==> config.mk <==
export PLATFORM = sky130hd
export DESIGN_NAME = tq_quant4x4
export DESIGN_NICKNAME = d
export VERILOG_FILES = /design/src/rtl/tq_quant4x4.sv
export SDC_FILE = /design/constraint.sdc
export NUM_CORES = 1
export LEC_CHECK = 0
export ABC_AREA = 1
export ABC_CLOCK_PERIOD_IN_PS = 9800
export CAP_MARGIN = 20
export CORE_ASPECT_RATIO = 0.6
export CORE_MARGIN = 2
export CORE_UTILIZATION = 44
export CTS_BUF_LIST = sky130_fd_sc_hd__clkbuf_2 sky130_fd_sc_hd__clkbuf_4 sky130_fd_sc_hd__clkbuf_8
export DETAILED_ROUTE_END_ITERATION = 7
export DONT_BUFFER_PORTS = 1
export PLACE_DENSITY = 0.57
export SLEW_MARGIN = 20
export SYNTH_ARGS = -nofsm -noshare
export SYNTH_HDL_FRONTEND = slang
export SYNTH_SLANG_ARGS = --single-unit
==> constraint.sdc <==
create_clock -name clk -period 9.8 [get_ports clk]
set_clock_uncertainty 0.1 [all_clocks]
set_input_delay 1.96 -clock clk [delete_from_list [all_inputs] [get_ports clk]]
set_output_delay 1.96 -clock clk [all_outputs]
set_load 0.05 [all_outputs]
==> src/rtl/tq_quant4x4.sv <==
// tq_quant4x4: forward quantizer for H.264 4x4 integer-DCT residual blocks.
// Takes 16 raster-order coefficients per block and produces signed levels,
// a last-of-block marker and the block's running nonzero count through a
// two-stage valid/ready pipeline.

module tq_quant4x4 #(
    parameter int COEF_W  = 16,
    parameter int LEVEL_W = 16
) (
    input  logic               clk,
    input  logic               rst,
    input  logic [3:0]         qp_div_i,
    input  logic [2:0]         qp_mod_i,
    input  logic               intra_i,
    input  logic               coef_valid_i,
    output logic               coef_ready_o,
    input  logic [COEF_W-1:0]  coef_i,
    output logic               level_valid_o,
    input  logic               level_ready_i,
    output logic [LEVEL_W-1:0] level_o,
    output logic               level_last_o,
    output logic [4:0]         nz_cnt_o
);

    localparam int          AW      = COEF_W + 1;
    localparam logic [31:0] LVL_MAX = (32'd1 << (LEVEL_W - 1)) - 32'd1;

    // Multiplication factor for one coefficient class at one qp remainder.
    // cls: 0 = both row/col even, 1 = both odd, 2 = mixed.
    function automatic logic [13:0] mf_lookup(input logic [1:0] cls, input logic [2:0] qm);
        logic [13:0] mf;
        mf = 14'd0;
        case (cls)
            2'd0: case (qm)
                      3'd0:    mf = 14'd13107;
                      3'd1:    mf = 14'd11916;
                      3'd2:    mf = 14'd10082;
                      3'd3:    mf = 14'd9362;
                      3'd4:    mf = 14'd8192;
                      default: mf = 14'd7282;
                  endcase
            2'd1: case (qm)
                      3'd0:    mf = 14'd5243;
                      3'd1:    mf = 14'd4660;
                      3'd2:    mf = 14'd4194;
                      3'd3:    mf = 14'd3647;
                      3'd4:    mf = 14'd3355;
                      default: mf = 14'd2893;
                  endcase
            default: case (qm)
                      3'd0:    mf = 14'd8066;
                      3'd1:    mf = 14'd7490;
                      3'd2:    mf = 14'd6554;
                      3'd3:    mf = 14'd5825;
                      3'd4:    mf = 14'd5243;
                      default: mf = 14'd4559;
                  endcase
        endcase
        return mf;
    endfunction

    // Intra rounding offset floor(2^(15+qd)/3); the inter offset is half of it.
    function automatic logic [31:0] f3_lookup(input logic [3:0] qd);
        logic [31:0] f;
        case (qd)
            4'd0:    f = 32'd10922;
            4'd1:    f = 32'd21845;
            4'd2:    f = 32'd43690;
            4'd3:    f = 32'd87381;
            4'd4:    f = 32'd174762;
            4'd5:    f = 32'd349525;
            4'd6:    f = 32'd699050;
            4'd7:    f = 32'd1398101;
            default: f = 32'd2796202;
        endcase
        return f;
    endfunction

    logic [3:0]    idx;
    logic [3:0]    qd_lat;
    logic [2:0]    qm_lat;
    logic          intra_lat;

    logic          s1_valid;
    logic          s1_sign;
    logic          s1_intra;
    logic          s1_last;
    logic [3:0]    s1_qd;
    logic [31:0]   s1_prod;

    logic [4:0]    nz_acc;

    logic          in_xfer;
    logic          out_xfer;
    logic          s1_adv;
    logic [3:0]    qd_fix;
    logic [2:0]    qm_fix;
    logic [3:0]    qd_cur;
    logic [2:0]    qm_cur;
    logic          intra_cur;
    logic [1:0]    cls;
    logic [AW-1:0] w_ext;
    logic [AW-1:0] w_abs;
    logic [31:0]   prod;

    logic [4:0]         qbits;
    logic [31:0]        f3;
    logic [31:0]        f_off;
    logic [31:0]        sum;
    logic [31:0]        mag;
    logic [31:0]        mag_sat;
    logic [LEVEL_W-1:0] lvl_mag;
    logic [LEVEL_W-1:0] lvl;
    logic               nz_inc;
    logic [4:0]         nz_base;
    logic [4:0]         nz_next;

    // Handshakes: S1 moves into S2 whenever S2 is empty or being drained.
    always_comb begin
        in_xfer      = coef_valid_i & coef_ready_o;
        out_xfer     = level_valid_o & level_ready_i;
        s1_adv       = s1_valid & (~level_valid_o | level_ready_i);
        coef_ready_o = ~s1_valid | s1_adv;
    end

    // Front end: pick the block's qp/mode, classify the position and form |W|*MF.
    always_comb begin
        qd_fix    = (qp_div_i > 4'd8) ? 4'd8 : qp_div_i;
        qm_fix    = (qp_mod_i > 3'd5) ? 3'd0 : qp_mod_i;
        qd_cur    = (idx == 4'd0) ? qd_fix  : qd_lat;
        qm_cur    = (idx == 4'd0) ? qm_fix  : qm_lat;
        intra_cur = (idx == 4'd0) ? intra_i : intra_lat;
        if (!idx[2] && !idx[0])
            cls = 2'd0;
        else if (idx[2] && idx[0])
            cls = 2'd1;
        else
            cls = 2'd2;
        w_ext = {coef_i[COEF_W-1], coef_i};
        w_abs = coef_i[COEF_W-1] ? -w_ext : w_ext;
        prod  = 32'(w_abs) * 32'(mf_lookup(cls, qm_cur));
    end

    // Back end: round, shift, saturate and restore the sign.
    always_comb begin
        qbits   = 5'd15 + {1'b0, s1_qd};
        f3      = f3_lookup(s1_qd);
        f_off   = s1_intra ? f3 : (f3 >> 1);
        sum     = s1_prod + f_off;
        mag     = sum >> qbits;
        mag_sat = (mag > LVL_MAX) ? LVL_MAX : mag;
        lvl_mag = mag_sat[LEVEL_W-1:0];
        lvl     = s1_sign ? -lvl_mag : lvl_mag;
        nz_inc  = (mag_sat != 32'd0);
        nz_base = (out_xfer && level_last_o) ? 5'd0 : nz_acc;
        nz_next = nz_base + {4'd0, nz_inc};
    end

    // Position counter and per-block qp/mode capture on the first coefficient.
    always_ff @(posedge clk or posedge rst) begin
        if (rst) begin
            idx       <= 4'd0;
            qd_lat    <= 4'd0;
            qm_lat    <= 3'd0;
            intra_lat <= 1'b0;
        end else if (in_xfer) begin
            idx <= idx + 4'd1;
            if (idx == 4'd0) begin
                qd_lat    <= qd_fix;
                qm_lat    <= qm_fix;
                intra_lat <= intra_i;
            end
        end
    end

    // Stage 1: hold the product and the context needed to finish the level.
    always_ff @(posedge clk or posedge rst) begin
        if (rst) begin
            s1_valid <= 1'b0;
            s1_sign  <= 1'b0;
            s1_intra <= 1'b0;
            s1_last  <= 1'b0;
            s1_qd    <= 4'd0;
            s1_prod  <= 32'd0;
        end else begin
            if (in_xfer) begin
                s1_valid <= 1'b1;
                s1_sign  <= coef_i[COEF_W-1];
                s1_intra <= intra_cur;
                s1_last  <= (idx == 4'd15);
                s1_qd    <= qd_cur;
                s1_prod  <= prod;
            end else if (s1_adv) begin
                s1_valid <= 1'b0;
            end
        end
    end

    // Stage 2: output register plus the block's running nonzero count.
    always_ff @(posedge clk or posedge rst) begin
        if (rst) begin
            level_valid_o <= 1'b0;
            level_o       <= '0;
            level_last_o  <= 1'b0;
            nz_cnt_o      <= 5'd0;
            nz_acc        <= 5'd0;
        end else begin
            if (s1_adv) begin
                level_valid_o <= 1'b1;
                level_o       <= lvl;
                level_last_o  <= s1_last;
                nz_cnt_o      <= nz_next;
                nz_acc        <= nz_next;
            end else begin
                if (out_xfer)
                    level_valid_o <= 1'b0;
                if (out_xfer && level_last_o)
                    nz_acc <= 5'd0;
            end
        end
    end

endmodule

-- Yosys cells after proc, flatten, opt, wreduce, memory -nomap -nowiden
Memories as Yosys holds them, arrays and structs flattened.
Index checks and enable logic that the tools add are counted.
- register bits after elaboration: 74
- ROM bits: 168
- logic and storage cells: 72
- memories kept: 1
- memories (name ; words ; bits a word ; rd ports ; clocked after memory_dff ; write ports ; RTL line ; source):
    (name not given) ; 8 ; 21 ; 1 ; 0 ; 0 ; 65 ; case (qd)
- add/subtract/negate cells: 6
- multipliers: 1
- magnitude comparators: 3
- equal/unequal tests: 6
- shift operators: 1
- multiplexer cells: 22
- bitwise gates (word level): 7
- reduce and logical (&&, ||, !) cells: 12
- operator list (cell ; count):
    two-way mux 32 bit ; 3
    case mux 14 bit (5 select lines) ; 1
    case mux 13 bit (5 select lines) ; 1
    case mux 12 bit (5 select lines) ; 1
    adder 31 x 32 -> 32 bit ; 1
    > comparator 32 x 15 -> 1 bit (second input constant) ; 1
    nonzero test 32 bit ; 1
    >> shifter 32 x 5 -> 32 bit ; 1
    multiplier 17 x 14 -> 31 bit ; 1
    case mux 14 bit (2 select lines) ; 1
    two-way mux 17 bit ; 1
    negator 17 bit ; 1
    two-way mux 16 bit ; 1
    negator 16 bit ; 1
    two-way mux 5 bit ; 2
    two-way mux 4 bit ; 2
    equality test 3 x 2 -> 1 bit (second input constant) ; 2
    two-way mux 3 bit ; 2
    adder 4 x 4 -> 5 bit (first input constant) ; 1
    adder 5 x 1 -> 5 bit ; 1
    two-way mux 1 bit ; 5
    adder 4 x 1 -> 4 bit (second input constant) ; 1
    equality test 4 bit (second input constant) ; 1
    > comparator 4 bit (second input constant) ; 1
    other kinds (15) ; 24

-- Depth between registers and ports, before layout
Gate-level depths: netlist of the first run.
An unclocked memory read counts as a cell.
- depth after elaboration: 10
- depth in mapped cells: 43

-- Worst setup path before layout of the first run
No wires, ideal clock.
- path kind: input to register
- from: in coef_i[0]
- to: reg s1_prod[28]
- library setup time: 0.076 ns
- arrival time: 8.673 ns
- required time: 9.624 ns
- slack: 0.950 ns
- cell stages on the path: 36
- buffers on the path: 1
- path through: inv_1 > clkbuf_1 > ha_1 > inv_1 > nor3_1 > inv_1 > nor2_1 > nand4_1 > nand2_1 > xor2_1 > inv_1 > nor2_1 > fa_1 > inv_1 > fa_1 > inv_1 > fa_1 > fa_1 > fa_1 > inv_1 > fa_1 > inv_1 > ha_1 > nand2_1 > nor2_1 > a211oi_1 > a21boi_0 > inv_1 > a21o_1 > nand2_1 > nand2_1 > a21o_1 > a21boi_2 > o21ai_0 > xor2_1 > o21ai_1
- word-level cells in the longest chain between the ends: 3
- ends and longest elaborated chain (what ; RTL line ; source):
    from (decl) ; 17 ; input logic [COEF_W-1:0] coef_i,
    negator 17 bit ; 140 ; w_abs = coef_i[COEF_W-1] ? -w_ext : w_ext;
    two-way mux 17 bit (*) ; 140 ;
    multiplier 17 x 14 -> 31 bit (*) ; 141 ; prod = 32'(w_abs) * 32'(mf_lookup(cls, qm_cur));
    to (signal assigned) ; 192 ; s1_prod <= prod;
    to (decl) ; 89 ; logic [31:0] s1_prod;
Mark *: on every way between the ends. The rest lies on a longest branch, timed or not.
A chain may end at the register's enable or synchronous reset.

-- Worst setup path in the final report of the first run
- from: in qp_mod_i[0]
- to: reg s1_prod[25]
- word-level cells in the longest chain between the ends: 7
- elaborated cells between the ends (all ways): 13
- those cells by class: mul: 1; order compare: 1; eq/ne: 4; mux: 6; reduce/logical: 1
- ends and longest elaborated chain (what ; RTL line ; source):
    from (decl) ; 13 ; input logic [2:0] qp_mod_i,
    > comparator 3 bit ; 129 ; qm_fix = (qp_mod_i > 3'd5) ? 3'd0 : qp_mod_i;
    two-way mux 3 bit (*) ; 129 ;
    two-way mux 3 bit (*) ; n/a ;
    equality test 3 bit (tied with other cells) ; 34, 42, 50 ;
    case mux 12 bit (5 select lines) (tied with other cells) ; 50 ; default: case (qm)
    case mux 14 bit (2 select lines) (*) ; 33 ; case (cls)
    multiplier 17 x 14 -> 31 bit (*) ; 141 ;
Marks and branches as above.

==> results of run 1 <==
## synthesized netlist by cell type (13+ instances only)
master / count / area share, %
nand2_1: 527 / 14
inv_1: 391 / 10
nor2_1: 186 / 4.9
fa_1: 177 / 25
nand3_1: 128 / 4.5
ha_1: 124 / 11
dfrtp_1: 74 / 13
o21ai_0: 68 / 2.4
a21oi_1: 56 / 2.0
xor2_1: 29 / 1.8
nand2_2: 23 / 1.0
clkbuf_1: 22 / 0.58
nand3_2: 17 / 1.2
xnor2_1: 17 / 1.1
nor3_1: 14 / 0.50
inv_2: 13 / 0.35
o21ai_1: 13 / 0.46
## final timing paths
path,startpoint,end,cells after the start
max in group asynchronous,rst,s1_prod[10]$_DFFE_PP0P_,3
worst max-delay path,qp_mod_i[0],s1_prod[25]$_DFFE_PP0P_,32
worst min register to register,qm_lat[2]$_DFFE_PP0P_,qm_lat[2]$_DFFE_PP0P_,2
min in group asynchronous,rst,nz_cnt_o[4]$_DFFE_PP0P_,2
worst max register to register,idx[0]$_DFFE_PP0P_,s1_prod[25]$_DFFE_PP0P_,35
worst min-delay path,qm_lat[2]$_DFFE_PP0P_,qm_lat[2]$_DFFE_PP0P_,2
## routing by layer
layer | track usage [%] | vias to the layer above | routed length, um
li1 | - | 6138 | -
met1 | 39.2 | 5949 | 20500
met2 | 34.1 | 429 | 14800
met3 | 7.29 | 30 | 3940
met4 | 2.58 | 2 | 250
met5 | 1.59 | - | 76
## worst reg2reg max path, delay by kind of cell (launching register included)
| kind | cells | cell delay [ns] |
|---|---|---|
| fa+ha+maj | 8 | 3.61 |
| compound gates | 11 | 2.02 |
| flops | 1 | 0.42 |
| buf+inv | 9 | 1.28 |
| simple gates | 7 | 1.29 |
## layout make-up
type,count,share of cell area (%)
Multi-Input combinational cell,1476,70.1
Sequential cell,74,12.3
Inverter,414,10.3
Tap cell,416,3.45
Timing Repair Buffer,47,2.47
Clock buffer,10,0.870
Clock inverter,6,0.489
## sequential cells by signal, indices dropped and copies added, names as in the netlist
register,flops
nz_cnt_o,5
s1_sign,1
nz_acc,5
idx,4
s1_valid,1
s1_prod,31
s1_qd,4
level_last_o,1
qm_lat,3
level_valid_o,1
s1_intra,1
level_o,16
s1_last,1
## through the flow
step	instance area, um2	cells
6_report	15100	2443
3_5_place_dp	14900	2426
2_1_floorplan	14200	2003
3_3_place_gp	14900	2426
4_1_cts	15100	2442
5_1_grt	15100	2443
## logic make-up after synthesis
kind of cell             count (synthesis)  synth area share [%]
AO/OA/AOI/OAI                          186                  7.54
XOR/XNOR                                46                  2.85
adder cells (fa/ha/maj)                301                  36.1
buffers and inverters                  453                  12.3
flip-flops                              74                  13.1
other                                    2                0.0531
AND/OR/NAND/NOR                        929                  28.1
==> flow_metrics.env, run 1 <==
export IMPL_root_buffer="clkbuf_8"
export IMPL_period_minus_slack_ns=9.20
export IMPL_ff2ff_setup_slack_ns=0.91
export IMPL_num_vias=12500
export IMPL_drc=0
export IMPL_syn_avg_cell_area_um2=7.10
export IMPL_wl_um=39600
export IMPL_period_share_pct=93.9
export IMPL_cp_top_family="adder cells"
export IMPL_synth_yosys_warnings=0
export IMPL_start_kind="primary input"
export IMPL_clk_pin_slew_ns=0.08
export IMPL_initial_core_util_pct=45.0
export IMPL_avgRoutedWirePerCell_um=16.2
export IMPL_fin_nets=2351
export IMPL_crit_slowest_cell="fa_1"
export IMPL_critPathKind="primary input to flip-flop"
export IMPL_area_growth_pct=6.87
export IMPL_drtIter0Drc=1114
export IMPL_crit_required_ns=9.96
export IMPL_grt_overflow=0
export IMPL_syn_inst=1991
export IMPL_dpl_hpwl_um=34300
export IMPL_antenna_found_initial=0
export IMPL_clk_latency_ns=0.41
export IMPL_dieHeight_um=143
export IMPL_layout_setup_ws_ns=0.599
export IMPL_maxCapViolations=0
export IMPL_hold_violations=0
export IMPL_dp_slack_ns=0.204
export IMPL_ys_types=50
export IMPL_drtPass1Iterations=6
export IMPL_tns_ns=0
export IMPL_setup_viol=0
export IMPL_path_buf_inv=7
export IMPL_cts_buffer_depth=2
export IMPL_hold_ws_ns=0.394
export IMPL_fill_cells=3194
export IMPL_slew_headroom_pct=37.0
export IMPL_die_x_um=235
export IMPL_drive_above_1_share_pct=7.35
export IMPL_max_stage_delay_ns=0.56
export IMPL_synth_edf_count=0
export IMPL_ys_flop_type="dfrtp_1"
export IMPL_layout_commonest_cell="nand2_1"
export IMPL_rsz0062_at_grt="no"
export IMPL_status="finished clean"
export IMPL_cts_resized=0
export IMPL_rows=50
export IMPL_htree_levels=3
export IMPL_arrival_ns=9.36
export IMPL_grt_max_degree=75
export IMPL_grt_pass1_wl_um=65500
export IMPL_ys_seq_area_share_pct=13.1
export IMPL_gp_congestion=0.963
export IMPL_core_um2=31400
export IMPL_tightest_slew_ns=0.942
export IMPL_port_buffers=0
export IMPL_fmax_mhz=109
export IMPL_die_area_um2=33600
export IMPL_grt_total_usage_pct=25.0
export IMPL_async_flop_share_pct=100
export IMPL_endpoint_kind="flip-flop"
export IMPL_layout_common_cells="nand2_1, inv_1, nor2_1, fa_1, nand3_1"
export IMPL_register_area_um2=1850
export IMPL_pin_count=52
export IMPL_crit_fanout=10
export IMPL_ys_ff_latch=74
export IMPL_tritoncts="yes"
export IMPL_multi_input_area_um2=10600
export IMPL_fin_util_pct=48.1
export IMPL_antenna_cells=0
export IMPL_cts_sinks=74
export IMPL_first_global_vias=12300
export IMPL_cts_setup_buffers=0
export IMPL_finalMaxSlewViolations=0
export IMPL_cts_made_buffers=9
export IMPL_detail_route_vias_per_cell=5.14
export IMPL_hold_path_class="flip-flop to flip-flop"
export IMPL_antenna_left=0
export IMPL_cts_hold_buf=0
export IMPL_synthesis_area_um2=14100
Power of run 1 is not shown: default switching activity piles up to over one toggle a cycle in this logic, so the estimate is an artifact.
==> run 2, diff against run 1 <==
--- a/config.mk
+++ b/config.mk
@@ -10,11 +10,13 @@
 export CAP_MARGIN = 20
 export CORE_ASPECT_RATIO = 0.6
 export CORE_MARGIN = 2
-export CORE_UTILIZATION = 44
+export CORE_UTILIZATION = 50
 export CTS_BUF_LIST = sky130_fd_sc_hd__clkbuf_2 sky130_fd_sc_hd__clkbuf_4 sky130_fd_sc_hd__clkbuf_8
 export DETAILED_ROUTE_END_ITERATION = 7
 export DONT_BUFFER_PORTS = 1
-export PLACE_DENSITY = 0.57
+export MAX_ROUTING_LAYER = met4
+export PLACE_DENSITY = 0.63
+export SKIP_CTS_REPAIR_TIMING = 1
 export SLEW_MARGIN = 20
 export SYNTH_ARGS = -nofsm -noshare
 export SYNTH_HDL_FRONTEND = slang
==> flow_metrics.env, run 2 (synthesis results as in run 1) <==
export IMPL_htree_levels=3
export IMPL_hold_path_class="flip-flop to flip-flop"
export IMPL_critPathKind="primary input to flip-flop"
export IMPL_ff2ff_setup_slack_ns=0.91
export IMPL_cts_sinks=74
export IMPL_tightest_slew_ns=0.960
export IMPL_ff2ff_path_depth=38
export IMPL_holdCritStartpoint="s1_prod[2]$_DFFE_PP0P_"
export IMPL_detail_route_vias_per_cell=5.18
export IMPL_largest_register_ffs=31
export IMPL_layout_common_cells="nand2_1, inv_1, nor2_1, fa_1, nand3_1"
export IMPL_crit_slowest_cell="fa_1"
export IMPL_crit_fanout=11
export IMPL_setup_viol=0
export IMPL_arrival_ns=9.39
export IMPL_path_buf_inv=8
export IMPL_initial_core_util_pct=51.0
export IMPL_dpl_hpwl_um=33500
export IMPL_crit_required_ns=9.99
export IMPL_port_buffers=0
export IMPL_grt_pass1_wl_um=63900
export IMPL_num_vias=12400
export IMPL_status="finished clean"
export IMPL_maxCapViolations=0
export IMPL_rsz0062_at_grt="no"
export IMPL_fin_cells=2395
export IMPL_gp_congestion=0.935
export IMPL_period_share_pct=93.9
export IMPL_dp_cells=2379
export IMPL_first_global_vias=12000
export IMPL_rows=47
export IMPL_fmax_mhz=109
export IMPL_tritoncts="yes"
export IMPL_clk_pin_slew_ns=0.09
export IMPL_hold_violations=0
export IMPL_drtPass1Iterations=5
export IMPL_antenna_found_initial=0
export IMPL_avgRoutedWirePerCell_um=16.3
export IMPL_period_minus_slack_ns=9.20
export IMPL_regToRegStartpoint="idx[0]$_DFFE_PP0P_"
export IMPL_start_kind="primary input"
export IMPL_fin_nets=2352
export IMPL_max_stage_delay_ns=0.57
export IMPL_grt_overflow=0
export IMPL_antenna_left=0
export IMPL_antenna_cells=0
export IMPL_cts_buffer_depth=2
export IMPL_grt_total_usage_pct=28.3
export IMPL_die_x_um=221
export IMPL_top_register="s1_prod"
export IMPL_path_common_cell="inv_1"
export IMPL_layout_commonest_cell="nand2_1"
export IMPL_finalMaxSlewViolations=0
export IMPL_cp_top_family="adder cells"
export IMPL_drtIter0Drc=1106
export IMPL_worstHoldEndpoint="s1_prod[2]$_DFFE_PP0P_"
export IMPL_endpoint_kind="flip-flop"
export IMPL_die_area_um2=29700
export IMPL_clk_latency_ns=0.40
export IMPL_wl_um=39000
export IMPL_drive_above_1_share_pct=7.30
export IMPL_dieHeight_um=134
export IMPL_tns_ns=0
export IMPL_r2r_end="s1_prod[28]$_DFFE_PP0P_"
export IMPL_top_regs="s1_prod: 31 flops, level_o: 16 flops"
export IMPL_slew_headroom_pct=36.0
export IMPL_area_growth_pct=6.36
export IMPL_core_um2=27700
export IMPL_min_delay_path_depth=2
export IMPL_pin_count=52
export IMPL_drc=0
export IMPL_grt_max_degree=75
export IMPL_cts_made_buffers=9
export IMPL_root_buffer="clkbuf_8"
==> run 2: per-layer routing <==
| layer | track usage, % | wire [um] |
|---|---|---|
| met1 | 43.8 | 19900 |
| met2 | 36.2 | 14700 |
| met3 | 8.87 | 4140 |
| met4 | 3.13 | 210 |
| met5 | - | 0 |
==> run 2: worst register-to-register path: cells and delay by family, from the launching register on <==
kind | cells | cell delay [ns]
buf+inv | 11 | 1.59
fa+ha+maj | 8 | 3.58
simple gates | 7 | 0.87
flops | 1 | 0.42
xor+xnor | 1 | 0.16
compound gates | 11 | 2.03
==> run 2: per-stage QoR <==
| stage | setup slack (ns) | util (%) | hold slack, ns | cell area (um2) |
|---|---|---|---|---|
| 2_1_floorplan | 0.950 | - | 0.353 | 14200 |
| 3_3_place_gp | 0.338 | 53.5 | 0.381 | 14800 |
| 3_5_place_dp | 0.288 | 53.5 | 0.377 | 14800 |
| 4_1_cts | 0.730 | 54.3 | 0.400 | 15000 |
| 5_1_grt | 0.0400 | 54.3 | 0.428 | 15000 |
| 6_report | 0.601 | 54.3 | 0.393 | 15000 |
==> run 2: worst max-delay path by stage <==
| stage | from | end | slack [ns] | cells past startpoint |
|---|---|---|---|---|
| floorplan | coef_i[0] | s1_prod[28]$_DFFE_PP0P_ | 0.95 | 36 |
| global placement | qp_mod_i[0] | s1_prod[25]$_DFFE_PP0P_ | 0.34 | 32 |
| detailed placement | qp_mod_i[2] | s1_prod[28]$_DFFE_PP0P_ | 0.29 | 37 |
| CTS | qp_mod_i[2] | s1_prod[28]$_DFFE_PP0P_ | 0.73 | 37 |
| global route | qp_mod_i[2] | s1_prod[28]$_DFFE_PP0P_ | 0.04 | 37 |
| finish | qp_mod_i[0] | s1_prod[27]$_DFFE_PP0P_ | 0.60 | 34 |
==> run 2: layout make-up <==
cell class | count | area (um2)
clock buffer | 10 | 138
clock inverter | 6 | 72.6
fill | 2755 | 12700
inverter | 414 | 1560
multi-input combinational | 1476 | 10600
sequential | 74 | 1850
tap | 367 | 459
timing repair buffer | 48 | 360
Power of run 2 is left out for the same reason.
==> run 3, diff against run 2 <==
--- a/config.mk
+++ b/config.mk
@@ -6,8 +6,10 @@
 export NUM_CORES = 1
 export LEC_CHECK = 0
 export ABC_AREA = 1
-export ABC_CLOCK_PERIOD_IN_PS = 9800
+export ABC_CLOCK_PERIOD_IN_PS = 8900
 export CAP_MARGIN = 20
+export CELL_PAD_IN_SITES_DETAIL_PLACEMENT = 1
+export CELL_PAD_IN_SITES_GLOBAL_PLACEMENT = 1
 export CORE_ASPECT_RATIO = 0.6
 export CORE_MARGIN = 2
 export CORE_UTILIZATION = 50
@@ -15,7 +17,7 @@
 export DETAILED_ROUTE_END_ITERATION = 7
 export DONT_BUFFER_PORTS = 1
 export MAX_ROUTING_LAYER = met4
-export PLACE_DENSITY = 0.63
+export PLACE_DENSITY = 0.82
 export SKIP_CTS_REPAIR_TIMING = 1
 export SLEW_MARGIN = 20
 export SYNTH_ARGS = -nofsm -noshare
==> constraint.sdc (replaced) <==
create_clock -name clk -period 8.9 [get_ports clk]
set_clock_uncertainty 0.1 [all_clocks]
set_input_delay 1.78 -clock clk [delete_from_list [all_inputs] [get_ports clk]]
set_output_delay 1.78 -clock clk [all_outputs]
set_load 0.05 [all_outputs]
==> flow_metrics.env, run 3 (synthesis results as in run 1) <==
export IMPL_area_growth_pct=8.76
export IMPL_drc=0
export IMPL_clk_latency_ns=0.38
export IMPL_cts_buffer_depth=2
export IMPL_drtPass1Iterations=5
export IMPL_layout_common_cells="nand2_1, inv_1, nor2_1, fa_1, nand3_1"
export IMPL_hold_violations=0
export IMPL_grt_pass1_wl_um=76800
export IMPL_layout_commonest_cell="nand2_1"
export IMPL_period_minus_slack_ns=8.48
export IMPL_avgRoutedWirePerCell_um=19.4
export IMPL_clk_pin_slew_ns=0.09
export IMPL_first_global_vias=14400
export IMPL_cts_sinks=74
export IMPL_htree_levels=3
export IMPL_finalMaxSlewViolations=0
export IMPL_path_common_cell="fa_1"
export IMPL_min_delay_path_depth=2
export IMPL_antenna_found_initial=0
export IMPL_endpoint_kind="flip-flop"
export IMPL_critPathKind="primary input to flip-flop"
export IMPL_tightest_slew_ns=0.980
export IMPL_core_um2=27700
export IMPL_cts_made_buffers=9
export IMPL_gp_congestion=1.03
export IMPL_holdCritStartpoint="s1_prod[6]$_DFFE_PP0P_"
export IMPL_ff2ff_path_depth=38
export IMPL_regToRegStartpoint="idx[0]$_DFFE_PP0P_"
export IMPL_crit_slowest_cell="fa_1"
export IMPL_die_x_um=221
export IMPL_port_buffers=0
export IMPL_maxCapViolations=0
export IMPL_top_regs="s1_prod: 31 flops, level_o: 16 flops"
export IMPL_antenna_left=0
export IMPL_crit_required_ns=9.04
export IMPL_fmax_mhz=118
export IMPL_tns_ns=0
export IMPL_top_register="s1_prod"
export IMPL_ff2ff_setup_slack_ns=0.69
export IMPL_wl_um=47200
export IMPL_hold_ws_ns=0.415
export IMPL_detail_route_vias_per_cell=5.41
export IMPL_r2r_end="s1_prod[28]$_DFFE_PP0P_"
export IMPL_grt_overflow=0
export IMPL_grt_total_usage_pct=34.2
export IMPL_setup_viol=0
export IMPL_slew_headroom_pct=34.6
export IMPL_start_kind="primary input"
export IMPL_largest_register_ffs=31
export IMPL_num_vias=13200
export IMPL_grt_max_degree=75
export IMPL_fin_nets=2389
export IMPL_fill_cells=3671
export IMPL_initial_core_util_pct=51.0
export IMPL_period_share_pct=95.3
export IMPL_die_area_um2=29700
export IMPL_dieHeight_um=134
export IMPL_tritoncts="yes"
export IMPL_rows=47
export IMPL_worstHoldEndpoint="s1_prod[6]$_DFFE_PP0P_"
export IMPL_status="finished clean"
export IMPL_arrival_ns=8.63
export IMPL_dpl_hpwl_um=40600
export IMPL_root_buffer="clkbuf_8"
export IMPL_drtIter0Drc=973
export IMPL_max_stage_delay_ns=0.56
export IMPL_crit_fanout=6
export IMPL_hold_path_class="flip-flop to flip-flop"
export IMPL_pin_count=52
export IMPL_drive_above_1_share_pct=9.69
export IMPL_antenna_cells=0
## run 3: how the worst max path moves through the flow
stage | from | endpoint | slack [ns] | cells after the start
after global placement | qp_mod_i[0] | s1_prod[24]$_DFFE_PP0P_ | -0.01 | 32
after detailed placement | qp_mod_i[2] | s1_prod[28]$_DFFE_PP0P_ | -0.27 | 38
final | qp_mod_i[0] | s1_prod[28]$_DFFE_PP0P_ | 0.42 | 35
after CTS | qp_mod_i[2] | s1_prod[28]$_DFFE_PP0P_ | 0.12 | 38
after global routing | qp_mod_i[0] | s1_prod[28]$_DFFE_PP0P_ | -0.02 | 35
after floorplan | coef_i[0] | s1_prod[28]$_DFFE_PP0P_ | 0.23 | 36
## run 3: area by class of cell
type                            count  area [um2]  share of cell area (%)
Clock buffer                       12         165                    1.07
Tap cell                          367         459                    2.99
Clock inverter                      3        46.3                   0.301
Multi-Input combinational cell   1476       10600                    69.3
Timing Repair Buffer               85         638                    4.15
Sequential cell                    74        1850                    12.0
Inverter                          414        1560                    10.2
## run 3: per-layer routing
metal	global-route usage [%]	routed length (um)	vias up
met5	-	0	-
met4	5.41	709	0
met3	10.1	4210	64
met2	50.1	19700	357
met1	47.5	22600	6547
li1	-	-	6193
## run 3: stage by stage
stage	util (%)	cells	area, um2	setup WS (ns)
after floorplan	-	2003	14200	0.230
after global placement	54.5	2414	15100	-0.0149
after detailed placement	54.5	2414	15100	-0.269
after CTS	55.2	2429	15300	0.115
after global routing	55.5	2431	15400	-0.0236
final	55.5	2431	15400	0.417
## run 3: critical path, delay by kind of cell
kind                       cells  cell delay [ns]
adders and majority gates      7             3.18
AOI/OAI and AO/OA             10             1.80
and+or+nand+nor                9             0.88
buffers and inverters          8             0.84
xor gates and xnor gates       1             0.15
Power of run 3 is left out for the same reason.
